==> config.mk <==
export PLATFORM = sky130hd
export DESIGN_NAME = instruction_fetch_unit
export DESIGN_NICKNAME = d
export VERILOG_FILES = /design/src/rtl/instruction_fetch_unit.sv
export SDC_FILE = /design/constraint.sdc
export NUM_CORES = 1
export LEC_CHECK = 0
export CORE_UTILIZATION = 27
export DETAILED_ROUTE_END_ITERATION = 12
export HOLD_SLACK_MARGIN = 0.12
export PLACE_DENSITY = 0.53
export SYNTH_ARGS = -nofsm -noshare
export SYNTH_HDL_FRONTEND = slang
export SYNTH_SLANG_ARGS = --single-unit
==> constraint.sdc <==
create_clock -name clk -period 2.25 [get_ports clk]
set_clock_uncertainty 0.05 [all_clocks]
set_input_delay 0.225 -clock clk [delete_from_list [all_inputs] [get_ports clk]]
set_output_delay 0.225 -clock clk [all_outputs]
set_load 0.03 [all_outputs]
==> src/rtl/instruction_fetch_unit.sv <==
// IF stage plus IF/ID register: owns the PC, runs the instruction-memory read handshake,
// and applies stalls and redirects. A memory request that has been accepted always completes.
module instruction_fetch_unit #(
  parameter logic [31:0] RESET_PC  = 32'h0000_0000,
  parameter logic [31:0] NOP_INSTR = 32'h0000_0013
) (
  input  logic        clk,
  input  logic        rst_n,
  output logic [31:0] imem_addr,
  output logic        imem_read,
  input  logic [31:0] imem_readdata,
  input  logic        imem_busywait,
  input  logic        stall,
  input  logic        branch_taken,
  input  logic [31:0] branch_target,
  output logic [31:0] if_id_pc,
  output logic [31:0] if_id_pc4,
  output logic [31:0] if_id_instr,
  output logic        if_id_valid
);

  typedef enum logic [1:0] {FETCH, DRAIN, HOLD} state_t;

  state_t      state, state_nxt;
  logic [31:0] pc, pc_nxt;
  logic [31:0] pend, pend_nxt;
  logic [31:0] hold_pc, hold_pc_nxt;
  logic [31:0] hold_instr, hold_instr_nxt;
  logic [31:0] id_pc_nxt, id_pc4_nxt, id_instr_nxt;
  logic        id_valid_nxt;

  // During DRAIN the PC is left untouched, so it still carries the in-flight address.
  assign imem_addr = pc;
  assign imem_read = rst_n && (state != HOLD);

  always_ff @(posedge clk or negedge rst_n) begin
    if (!rst_n) begin
      state <= FETCH;
    end else begin
      state <= state_nxt;
    end
  end

  always_comb begin
    state_nxt      = state;
    pc_nxt         = pc;
    pend_nxt       = pend;
    hold_pc_nxt    = hold_pc;
    hold_instr_nxt = hold_instr;
    id_pc_nxt      = if_id_pc;
    id_pc4_nxt     = if_id_pc4;
    id_instr_nxt   = if_id_instr;
    id_valid_nxt   = if_id_valid;
    case (state)
      FETCH: begin
        if (branch_taken) begin
          id_instr_nxt = NOP_INSTR;
          id_valid_nxt = 1'b0;
          if (!imem_busywait) begin
            pc_nxt = branch_target;
          end else begin
            pend_nxt  = branch_target;
            state_nxt = DRAIN;
          end
        end else if (stall) begin
          if (!imem_busywait) begin
            hold_pc_nxt    = pc;
            hold_instr_nxt = imem_readdata;
            pc_nxt         = pc + 32'd4;
            state_nxt      = HOLD;
          end
        end else if (!imem_busywait) begin
          id_pc_nxt    = pc;
          id_pc4_nxt   = pc + 32'd4;
          id_instr_nxt = imem_readdata;
          id_valid_nxt = 1'b1;
          pc_nxt       = pc + 32'd4;
        end else begin
          id_instr_nxt = NOP_INSTR;
          id_valid_nxt = 1'b0;
        end
      end
      DRAIN: begin
        id_instr_nxt = NOP_INSTR;
        id_valid_nxt = 1'b0;
        if (!imem_busywait) begin
          pc_nxt    = branch_taken ? branch_target : pend;
          state_nxt = FETCH;
        end else if (branch_taken) begin
          pend_nxt = branch_target;
        end
      end
      HOLD: begin
        if (branch_taken) begin
          id_instr_nxt = NOP_INSTR;
          id_valid_nxt = 1'b0;
          pc_nxt       = branch_target;
          state_nxt    = FETCH;
        end else if (!stall) begin
          id_pc_nxt    = hold_pc;
          id_pc4_nxt   = hold_pc + 32'd4;
          id_instr_nxt = hold_instr;
          id_valid_nxt = 1'b1;
          state_nxt    = FETCH;
        end
      end
      default: state_nxt = FETCH;
    endcase
  end

  always_ff @(posedge clk or negedge rst_n) begin
    if (!rst_n) begin
      pc          <= RESET_PC;
      pend        <= 32'd0;
      hold_pc     <= 32'd0;
      hold_instr  <= 32'd0;
      if_id_pc    <= 32'd0;
      if_id_pc4   <= 32'd0;
      if_id_instr <= NOP_INSTR;
      if_id_valid <= 1'b0;
    end else begin
      pc          <= pc_nxt;
      pend        <= pend_nxt;
      hold_pc     <= hold_pc_nxt;
      hold_instr  <= hold_instr_nxt;
      if_id_pc    <= id_pc_nxt;
      if_id_pc4   <= id_pc4_nxt;
      if_id_instr <= id_instr_nxt;
      if_id_valid <= id_valid_nxt;
    end
  end

endmodule

; ---- Word level (Yosys, flattened, before mapping)
; Cells that the tools add are included.
[classes]
bitwise_logic = 2
n_reduce_logical = 11
eq_ne = 18
n_addsub = 2
n_mux = 42
[ops]
columns = cell, n
row1 = $mux W32, 23
row2 = $pmux W32 S2, 3
row3 = $pmux W32 S3, 2
row4 = $add A32 B3 Y32 const B, 2
row5 = $ne A2 B2 Y1 const B, 11
row6 = $ne A3 B3 Y1 const B, 5
row7 = $mux W2, 7
row8 = $reduce_and A4 Y1, 3
row9 = $pmux W2 S3, 1
row10 = $reduce_and A6 Y1, 1
row11 = $mux W1, 5
row12 = $reduce_and A5 Y1, 1
row13 = $reduce_bool A2 Y1, 2
row14 = $pmux W1 S3, 1
row15 = $reduce_and A3 Y1, 1
row16 = $reduce_bool A3 Y1, 1
row17 = $eq A2 B1 Y1 const B, 1
row18 = $eq A2 B2 Y1 const B, 1
row19 = $logic_not A2 Y1, 1
row20 = $not A1 Y1, 2
row21 = $logic_and A1 B1 Y1, 1
[totals]
regBits = 227
word_cells = 84
in_bits = 69

; ---- Longest topological paths before layout
[logic_depth]
word_depth = 5
depth_mapped = 10

; ---- Worst setup path after synthesis
; OpenSTA, ideal clock, no wires.
[synth_timing]
kind = register -> register
startpoint = register state[0]
endpoint = register hold_pc[10]
synth_period_minus_slack_ns = 2.184
required_time_ns = 2.075
t_arrival_ns = 2.010
path_buffers = 4
slack_ns = 0.066
stages_incl_launch_ff = 10
cell_sequence = dfrtp_1 inv_1 ha_1 buf_2 nor2b_1 and3_1 clkbuf_1 buf_2 buf_2 mux2_2
[synth_via]
elab_chain_len = 2
[synth_lines]
columns = item, line
row1 = "start, declared", 24  ; state_t state, state_nxt;
row2 = "start signal, assigned", 40  ; state <= state_nxt;
row3 = $logic_not A2 Y1, 54  ; case (state)
row4 = $reduce_and A4 Y1 (no source line), n/a
row5 = "end signal, assigned", 124  ; hold_pc <= hold_pc_nxt;
row6 = "end, declared", 27  ; logic [31:0] hold_pc, hold_pc_nxt;
; Every way passes these cells.
; A chain may end at the register's enable or synchronous reset.

; ---- Worst setup path after layout
[layout_timing]
startpoint = register pc[8], in the netlist imem_addr[8]
endpoint = output imem_addr[8]
[layout_lines]
columns = item, line
row1 = "start, declared", 25  ; logic [31:0] pc, pc_nxt;
row2 = "start signal, assigned", 122  ; pc <= pc_nxt;
row3 = "end, declared", 9  ; output logic [31:0] imem_addr,
; No word-level cell between the ends.

==> impl_metrics.ini <==
[run_status]
outcome = complete, no violations

[logic_synthesis]
yosys-top-cells-area = dfrtp_1, mux2_2, nand2_1
synth_seq_cells = 225
synth_area_um2 = 11500
ys_seq_area_frac = 0.491
synth-edff-count = 0
yosys_warnings = 0
avgSynthCellArea_um2 = 10.3
synth.top_cell.area_share = 0.484
ys.flop_type = dfrtp_1
synth_async_sr_flop_share = 1.00
ys_types = 67
synth_nets = 1191
synthCells = 1116
synth_top_area_cell = dfrtp_1

[floorplanning]
fp.dieArea_um2 = 43300
rows = 75
fp.dieW_um = 208
chipHeight_um = 208
start_util = 0.274
core_region_area_um2 = 41900
io_pins = 199

[placement]
dp_slack_ns = 0.0446
gp_congestion = 0.870
dpl.hpwl_mm = 26.7
dp.cells = 1861
port_buffers = 198

[timing]
period_needed_ns = 2.17
worst_slew_pin_slew_ns = 0.916
setup_ws_ns = 0.0799
min_period_over_period = 0.965
finalSetupViolCount = 0
slew_headroom = 0.389
hold_viol = 0
setup_tns_ns = 0
clock.fmax_mhz = 461
rsz0062_at_grt = no
drv_slew = 0
whs_ns = 0.267

[critical_path]
rr_endpoint = imem_addr[20]$_DFFE_PN0P_
slowest_stage = clkdlybuf4s50_1
critPathBufInv = 2
cp_top_family = buffers and inverters
rr_startpoint = imem_addr[5]$_DFFE_PN0P_
reg2reg_depth = 6
crit_chain = buf_4, clkdlybuf4s50_1
crit_type = flip-flop to output pin
critPathMaxStageDelay_ns = 0.71
worstPathArrival_ns = 1.90
path_max_fanout = 6
end_kind = output pin
required_ns = 1.98
startpoint_type = flip-flop
r2r_setup_slack_ns = 0.11

[finish]
seqCellArea_um2 = 5630
final_common_cell = dfrtp_1
syn2layout_area_growth_pct = 36.6
layout.cells.non_filler = 1916
drive_gt1_frac = 0.208
nFillCells = 4125
multi_input_area_um2 = 5460
layout.nets = 1432
final_cell_mix = dfrtp_1, clkdlybuf4s50_1, nand2_1

[route]
dr.pass1.iters = 5
route.detailed.drc = 0
initialDrtViolationCount = 579
detail_route.wl_per_cell_um = 18.9
vias = 9478
via_per_inst = 4.95
ant_nets = 0
finalWirelength_mm = 36.3

[global_routing]
grt_max_degree = 71
grt_pass1_vias = 9435
antenna_found_initial = 5
grt_pass1_wl_mm = 56.8
grt_use_total = 0.166
gr-total-overflow = 0

[hold_path]
hp-start = imem_readdata[2]
min_delay_worst_endpoint = hold_instr[2]$_DFFE_PN0P_
holdPathStages = 2
min_path_type = primary input to flip-flop

[run]
drv_cap = 0

[clock_network]
cts_made_buffers = 28
cts_tree = yes
root_buffer = clkbuf_16
clock_sinks = 225
clkTransAtPathRegs_ns = 0.06
h-tree-depth = 1
clockBufferDepth = 3
insertion_delay_ns = 0.57

[pwr]
ir_worst_vdd_mv = 0.675
power_density_nw_per_um2 = 1540
p_leak_nw = 6.43
area by class of cell:
class / instances / share of cell area
Clock buffer: 39 / 0.0518
Antenna cell: 2 / 0.000319
Sequential cell: 225 / 0.360
Timing Repair Buffer: 298 / 0.185
Tap cell: 539 / 0.0430
Multi-Input combinational cell: 791 / 0.348
Inverter: 13 / 0.00311
Clock inverter: 9 / 0.00878
registers in the layout, indices dropped and copies added (netlist names):
| name | flops |
|---|---|
| hold_instr | 32 |
| hold_pc | 32 |
| if_id_instr | 32 |
| if_id_pc | 32 |
| imem_addr | 32 |
| pend | 32 |
| if_id_pc4 | 30 |
| state | 2 |
| if_id_valid | 1 |
cell usage after synthesis, drive strengths merged, types with 22 or more instances:
| cell | number |
|---|---|
| a21oi | 86 |
| a22oi | 35 |
| and3 | 22 |
| buf | 41 |
| clkbuf | 46 |
| dfrtp | 222 |
| mux2 | 105 |
| mux2i | 41 |
| nand2 | 119 |
| nand3 | 23 |
| nor2 | 68 |
| o21ai | 71 |
| xnor2 | 26 |
power breakdown:
group	switching [mW]	leakage [nW]	internal, mW
Sequential	1.35	2.76	6.00
Clock	1.76	0.465	2.84
Combinational	6.81	3.21	5.43
per-stage QoR:
| step | instance area [um2] | total power, mW | utilization |
|---|---|---|---|
| final | 15700 | 24.2 | 0.374 |
| after global routing | 15700 | 25.7 | 0.373 |
| after CTS | 15600 | 24.4 | 0.372 |
| after detailed placement | 14700 | 19.7 | 0.349 |
| after global placement | 14700 | 19.5 | 0.349 |
| after floorplan | 11500 | 14.4 | - |
worst max path at each step:
stage,start,depth (start not counted),slack [ns],end
after floorplan,state[0]$_DFFE_PN0P_,9,0.07,hold_pc[10]$_DFFE_PN0P_
after global placement,state[0]$_DFFE_PN0P_,9,0.10,if_id_pc4[17]$_DFFE_PN0P_
after detailed placement,state[0]$_DFFE_PN0P_,9,0.04,if_id_pc4[17]$_DFFE_PN0P_
after CTS,state[0]$_DFFE_PN0P_,4,0.03,imem_read
after global routing,imem_addr[5]$_DFFE_PN0P_,5,0.005,if_id_pc4[24]$_DFFE_PN0P_
final,imem_addr[8]$_DFFE_PN0P_,2,0.08,imem_addr[8]
repair_timing:
item / 4_1_cts / 5_1_grt
hold buffers: 1 / 0
gates cloned: 0 / 1
setup endpoints to repair: 2 / 51
pin swaps: 0 / 1
resized for setup: 4 / 8
hold endpoints to repair: 222 / 0
setup buffers: 0 / 3
kinds of logic (layout without fill, tap and decap cells):
family / Yosys count / in the layout / share of synthesized area
buf+inv: 100 / 359 / 0.0369
compound gates: 294 / 294 / 0.164
xor+xnor: 44 / 44 / 0.0342
other cells: 0 / 2 / 0
flops: 225 / 225 / 0.491
fa+ha+maj: 6 / 6 / 0.00654
simple gates: 301 / 301 / 0.129
mux: 146 / 146 / 0.139
metal layers:
metal,routed length (um),vias up,global-route usage
li1,-,4533,-
met1,16900,4627,0.230
met2,16000,260,0.256
met3,2560,52,0.0491
met4,739,6,0.0347
met5,49,-,0
Power figures use the tool's default switching activity.
